--- src/rtl/l_buffer_load_ctrl.sv ---
// Preload sequencer for the latency buffer: streams per-engine clause groups,
// then the flat pointer table, from two valid/ready host streams.
module l_buffer_load_ctrl #(
  parameter int NUM_ENGINE  = 2,
  parameter int LIT_IDX_MAX = 4,
  parameter int CLA_LENGTH  = 3,
  parameter int CLQ_DEPTH   = 64,
  localparam int LW        = $clog2(LIT_IDX_MAX) + 1,
  localparam int PW        = $clog2(CLQ_DEPTH),
  localparam int NODE_W    = CLA_LENGTH * (LW + PW),
  localparam int NCW       = $clog2(CLQ_DEPTH) + 1,
  localparam int EW        = (NUM_ENGINE > 1) ? $clog2(NUM_ENGINE) : 1,
  localparam int PTR_TOTAL = NUM_ENGINE * 2 * LIT_IDX_MAX,
  localparam int PCW       = $clog2(PTR_TOTAL + 1)
) (
  input  logic              clock,
  input  logic              reset,
  input  logic              start_in,
  input  logic [NCW-1:0]    num_cla_in,
  input  logic [NODE_W-1:0] src_cla_in,
  input  logic              src_cla_valid_in,
  output logic              src_cla_ready_out,
  input  logic [PW-1:0]     src_ptr_in,
  input  logic              src_ptr_valid_in,
  output logic              src_ptr_ready_out,
  output logic [NODE_W-1:0] clause_out,
  output logic              load_clause_out,
  output logic              load_change_engine_out,
  output logic [PW-1:0]     ptr_out,
  output logic              load_ptr_out,
  output logic [EW-1:0]     engine_idx_out,
  output logic              busy_out,
  output logic              done_out
);

  typedef enum logic [1:0] {IDLE, CLA, PTR, DONE} state_t;

  state_t            state_q;
  logic [NCW-1:0]    num_cla_q, cla_cnt_q;
  logic [EW-1:0]     eng_cnt_q, eng_o_q;
  logic [PCW-1:0]    ptr_cnt_q;
  logic [NODE_W-1:0] clause_q;
  logic [PW-1:0]     ptr_q;
  logic              load_clause_q, change_q, load_ptr_q, busy_q, done_q;

  assign src_cla_ready_out      = (state_q == CLA);
  assign src_ptr_ready_out      = (state_q == PTR);
  assign clause_out             = clause_q;
  assign load_clause_out        = load_clause_q;
  assign load_change_engine_out = change_q;
  assign ptr_out                = ptr_q;
  assign load_ptr_out           = load_ptr_q;
  assign engine_idx_out         = eng_o_q;
  assign busy_out               = busy_q;
  assign done_out               = done_q;

  always_ff @(posedge clock) begin
    if (!reset) begin
      state_q       <= IDLE;
      num_cla_q     <= '0;
      cla_cnt_q     <= '0;
      eng_cnt_q     <= '0;
      eng_o_q       <= '0;
      ptr_cnt_q     <= '0;
      clause_q      <= '0;
      ptr_q         <= '0;
      load_clause_q <= 1'b0;
      change_q      <= 1'b0;
      load_ptr_q    <= 1'b0;
      busy_q        <= 1'b0;
      done_q        <= 1'b0;
    end else begin
      load_clause_q <= 1'b0;
      change_q      <= 1'b0;
      load_ptr_q    <= 1'b0;
      done_q        <= 1'b0;
      case (state_q)
        IDLE: if (start_in) begin
          num_cla_q <= num_cla_in;
          cla_cnt_q <= '0;
          eng_cnt_q <= '0;
          eng_o_q   <= '0;
          ptr_cnt_q <= '0;
          busy_q    <= 1'b1;
          state_q   <= (num_cla_in != '0) ? CLA : PTR;
        end
        CLA: if (src_cla_valid_in) begin
          clause_q      <= src_cla_in;
          load_clause_q <= 1'b1;
          // Change marker rides on the first clause of every engine but engine 0
          change_q      <= (cla_cnt_q == '0) && (eng_cnt_q != '0);
          eng_o_q       <= eng_cnt_q;
          if (cla_cnt_q == num_cla_q - NCW'(1)) begin
            cla_cnt_q <= '0;
            if (eng_cnt_q == EW'(NUM_ENGINE - 1)) state_q <= PTR;
            else eng_cnt_q <= eng_cnt_q + EW'(1);
          end else begin
            cla_cnt_q <= cla_cnt_q + NCW'(1);
          end
        end
        PTR: if (src_ptr_valid_in) begin
          ptr_q      <= src_ptr_in;
          load_ptr_q <= 1'b1;
          eng_o_q    <= EW'(ptr_cnt_q / PCW'(2 * LIT_IDX_MAX));
          ptr_cnt_q  <= ptr_cnt_q + PCW'(1);
          if (ptr_cnt_q == PCW'(PTR_TOTAL - 1)) begin
            state_q <= DONE;
            done_q  <= 1'b1;
          end
        end
        DONE: begin
          state_q <= IDLE;
          busy_q  <= 1'b0;
        end
        default: state_q <= IDLE;
      endcase
    end
  end

endmodule

--- config.mk ---
export PLATFORM = sky130hd
export DESIGN_NAME = l_buffer_load_ctrl
export DESIGN_NICKNAME = d
export VERILOG_FILES = /design/src/rtl/l_buffer_load_ctrl.sv
export SDC_FILE = /design/constraint.sdc
export NUM_CORES = 1
export LEC_CHECK = 0
export BUFFER_PORTS_ARGS = -buffer_cell sky130_fd_sc_hd__buf_2
export CORE_ASPECT_RATIO = 2
export CORE_MARGIN = 2
export CORE_UTILIZATION = 55
export DETAILED_ROUTE_END_ITERATION = 10
export HOLD_SLACK_MARGIN = 0.03
export MAX_ROUTING_LAYER = met4
export PLACE_DENSITY = 0.89
export SLEW_MARGIN = 20
export SYNTH_ARGS = -nofsm -noshare
export SYNTH_HDL_FRONTEND = slang
export SYNTH_SLANG_ARGS = --single-unit
--- constraint.sdc ---
create_clock -name clock -period 5.3 [get_ports clock]
set_input_delay 1.06 -clock clock [delete_from_list [all_inputs] [get_ports clock]]
set_output_delay 1.06 -clock clock [all_outputs]
set_load 0.03 [all_outputs]
==> impl_results.md <==
* Final Util at a little over two thirds
* Switching power at slightly below 0.0006 W
* Synthesized area at 2760 um2
* EDFF count, synth at 0
* Pins Over Slew Limit at 0
* Number of diodes at 0
* Max Cap Viol at 0
* Gate power share at between 30% and 40%
* PwrDens at 463 nW/um2
* Post-Synthesis Cells at between 300 and 400
* Area leader, netlist: dfxtp_1
* Sw frac at 36.3%
* Routed vias at about 2700
* Min-delay worst type: flop to flop
* Row cnt at 36
* Mean number of vias per cell at around 5.5
* Avg WL per Cell at ~14 um
* Pint at between 0.001 and 0.0015 W
* Hold-fix buffers, CTS at 0
* Final Hold Slack at 0.451 ns
* Setup Buffers After CTS at 0
* Core area at between 4000 and 5000 um2
* Clk slew on worst S/H paths at ~0.070 ns
* Synth top area share at around 44%
* Initial antenna violation count at 0
* CTS buffer count at 9
* Sequential share of power at roughly a third
* GP Congestion at 0.904
* Die height at 104 um
* TNS Setup at 0 ns
* DP Cell Count at 477
* Fin nets at about 490
* Final worst path period share at 52.0%
* Area Overhead vs Synth at 24.5%
* #FFs+latches synth at about 60
* Mean post-synth cell area at about 8 um2
* RSZ-0062 raised after global routing: no
* Final setup violation count at 0
* Iteration-0 DRC Markers at 99
* Post-synthesis sequential area ratio at about 44%
* CP endpoint kind: output port
* Maximum VDD drop at between 0.3 and 0.4 mV
* Total track usage at between 20% and 30%
* Clock skew at between 0.005 and 0.006 ns
* Top post-synthesis cells by area: dfxtp_1, nand2_1, a21oi_1
* Worst Hold Depth at 2
* Relative slew slack at between 30% and 40%
* GR Overflow Total at 0
* Worst Reg-to-Reg Cells at 6
* Number of global-route vias before repair at 2659
* Clock Sinks at 61
* Outcome: completed
* Largest net degree at the start of global routing at 52
* Net Count, Synth at about 410
* Final ANT Viol Nets at 0
* I/O pins at 86
* Req. time, crit path at between 4 and 5 ns
* Non-filler instance count after layout at approximately 490
* Post-layout min period at approximately 2.8 ns
* Max clock buf depth at 2
* Post-CTS resize count at 0
* DPL Wire Length at 5.01 mm
* Arrival time worst endpoint at ~1.7 ns
* Setup crit start kind: flop
* Drt drc at 0
* Part of the power in the clock network at between 30% and 40%
* First-pass GRT wire length at between 10 and 15 mm
* Synth Warn # at 0
* FMAX at between 300 and 400 MHz
* Asr flop ratio synth at 0%
* Leakage Power at about 1.5 nW
* Share of layout cells above drive strength 1 at about a quarter
* Final Hold Fails at 0
* Die width at around 54 um
* Critical path class: flop to output port
* Worst skew pair latency at approximately 0.34 ns
* DP Worst Slack at around 2.6 ns
* Port Buffers at 85
* Final setup margin at ~2.5 ns
* Distinct cells, synth at 44
* Root buf cell: clkbuf_8
* CTS tree: done
* Main synth FF type: dfxtp_1
* Initial Utilization at a little under three fifths
* TritonRoute pass-1 iters at 5
* Final WL at a little under 7 mm
* Slew @ Worst Pin at 0.919 ns
* Critical path peak fanout at 21
* Full die area at about 5600 um2
* H-Tree Depth at 3
[sequential cells by signal, summed over array words and instances (netlist names)]
signal / flops
num_cla_q: 7
load_clause_out: 1
busy_out: 1
ptr_cnt_q: 5
load_ptr_out: 1
state_q: 2
engine_idx_out: 1
done_out: 1
eng_cnt_q: 1
clause_out: 27
load_change_engine_out: 1
cla_cnt_q: 7
ptr_out: 6
[metal layers]
layer	track usage [%]	part of all wire (%)	vias up	wire, um
met5	-	0	-	0
met4	11.6	2.5	0	174
met3	7.90	6.2	20	425
met2	45.6	54	112	3700
met1	30.6	37	1225	2540
li1	-	-	1348	-
[through the flow]
| stage | power (W) | instance area, um2 |
|---|---|---|
| floorplan | 0.000953 | 2760 |
| global placement | 0.00107 | 3190 |
| detailed placement | 0.00108 | 3190 |
| CTS | 0.00159 | 3430 |
| global route | 0.00168 | 3430 |
| finish | 0.00159 | 3430 |
[cells by family (layout without fill, tap and decap cells)]
group	Yosys count	count (layout)	share of synthesized area, %
adders and majority gates	9	9	4.08
AOI/OAI and AO/OA	75	75	15.7
and+or+nand+nor	160	160	26.2
DFF	61	61	44.3
xor gates and xnor gates	10	10	3.67
muxes	3	3	1.13
buffers and inverters	34	118	4.94
[power groups by stage]
stage / registers [W] / logic [W] / clock network, W
floorplan: 0.000620 / 0.000334 / 0
global placement: 0.000566 / 0.000501 / 0
detailed placement: 0.000568 / 0.000514 / 0
CTS: 0.000559 / 0.000518 / 0.000517
global route: 0.000565 / 0.000578 / 0.000539
finish: 0.000559 / 0.000522 / 0.000509
[Yosys cell counts (all sizes together) (3+ instances only)]
cell     n
inv     15
nor3     5
nor2    22
nor2b    4
xor2     6
nor4     3
a41oi    3
nand3   10
xnor2    3
o21ai    9
nand4   10
and2     3
clkbuf  16
nand2   92
or3      3
ha       9
dfxtp   61
a21oi   48
[cells in the final DEF, fill, tap and decap left out, types with 2 or more instances in the layout]
master and instances:
nand2_1 92, buf_2 85, dfxtp_1 61, a21oi_1 48, nor2_1 22, inv_1 15, nand4_1 10, nand3_1 10
clkbuf_8 10, ha_1 9, o21ai_0 6, xor2_1 6, nor2b_1 4, nor3_1 4, and2_1 3, nor4_1 3
xnor2_1 3, or3_1 3, a41oi_1 3, o21ai_1 3, bufinv_16 3, and3_1 2, nand2b_1 2, o211ai_1 2
a31oi_1 2, o2111ai_1 2, mux2i_1 2, clkinvlp_4 2
[layout make-up]
| cell class | count | area (um2) |
|---|---|---|
| clock inverter | 6 | 110 |
| tap | 57 | 71.3 |
| timing repair buffer | 86 | 433 |
| clock buffer | 10 | 138 |
| fill | 377 | 1430 |
| sequential | 61 | 1220 |
| multi-input combinational | 257 | 1400 |
| inverter | 16 | 60.1 |
[worst paths after layout]
kind	startpoint	end	slack, ns
max	state_q[1]	src_cla_ready_out	2.54
min	clause_out[6]	clause_out[6]	0.45
max reg2reg	state_q[1]	load_change_engine_out	2.59
min reg2reg	clause_out[6]	clause_out[6]	0.45
[worst max-delay path, stage by stage (launching register included)]
cell and delay (ns):
dfxtp_1 0.35, inv_1 0.09, ha_1 0.60, buf_2 0.32
Power figures use the tool's default switching activity.
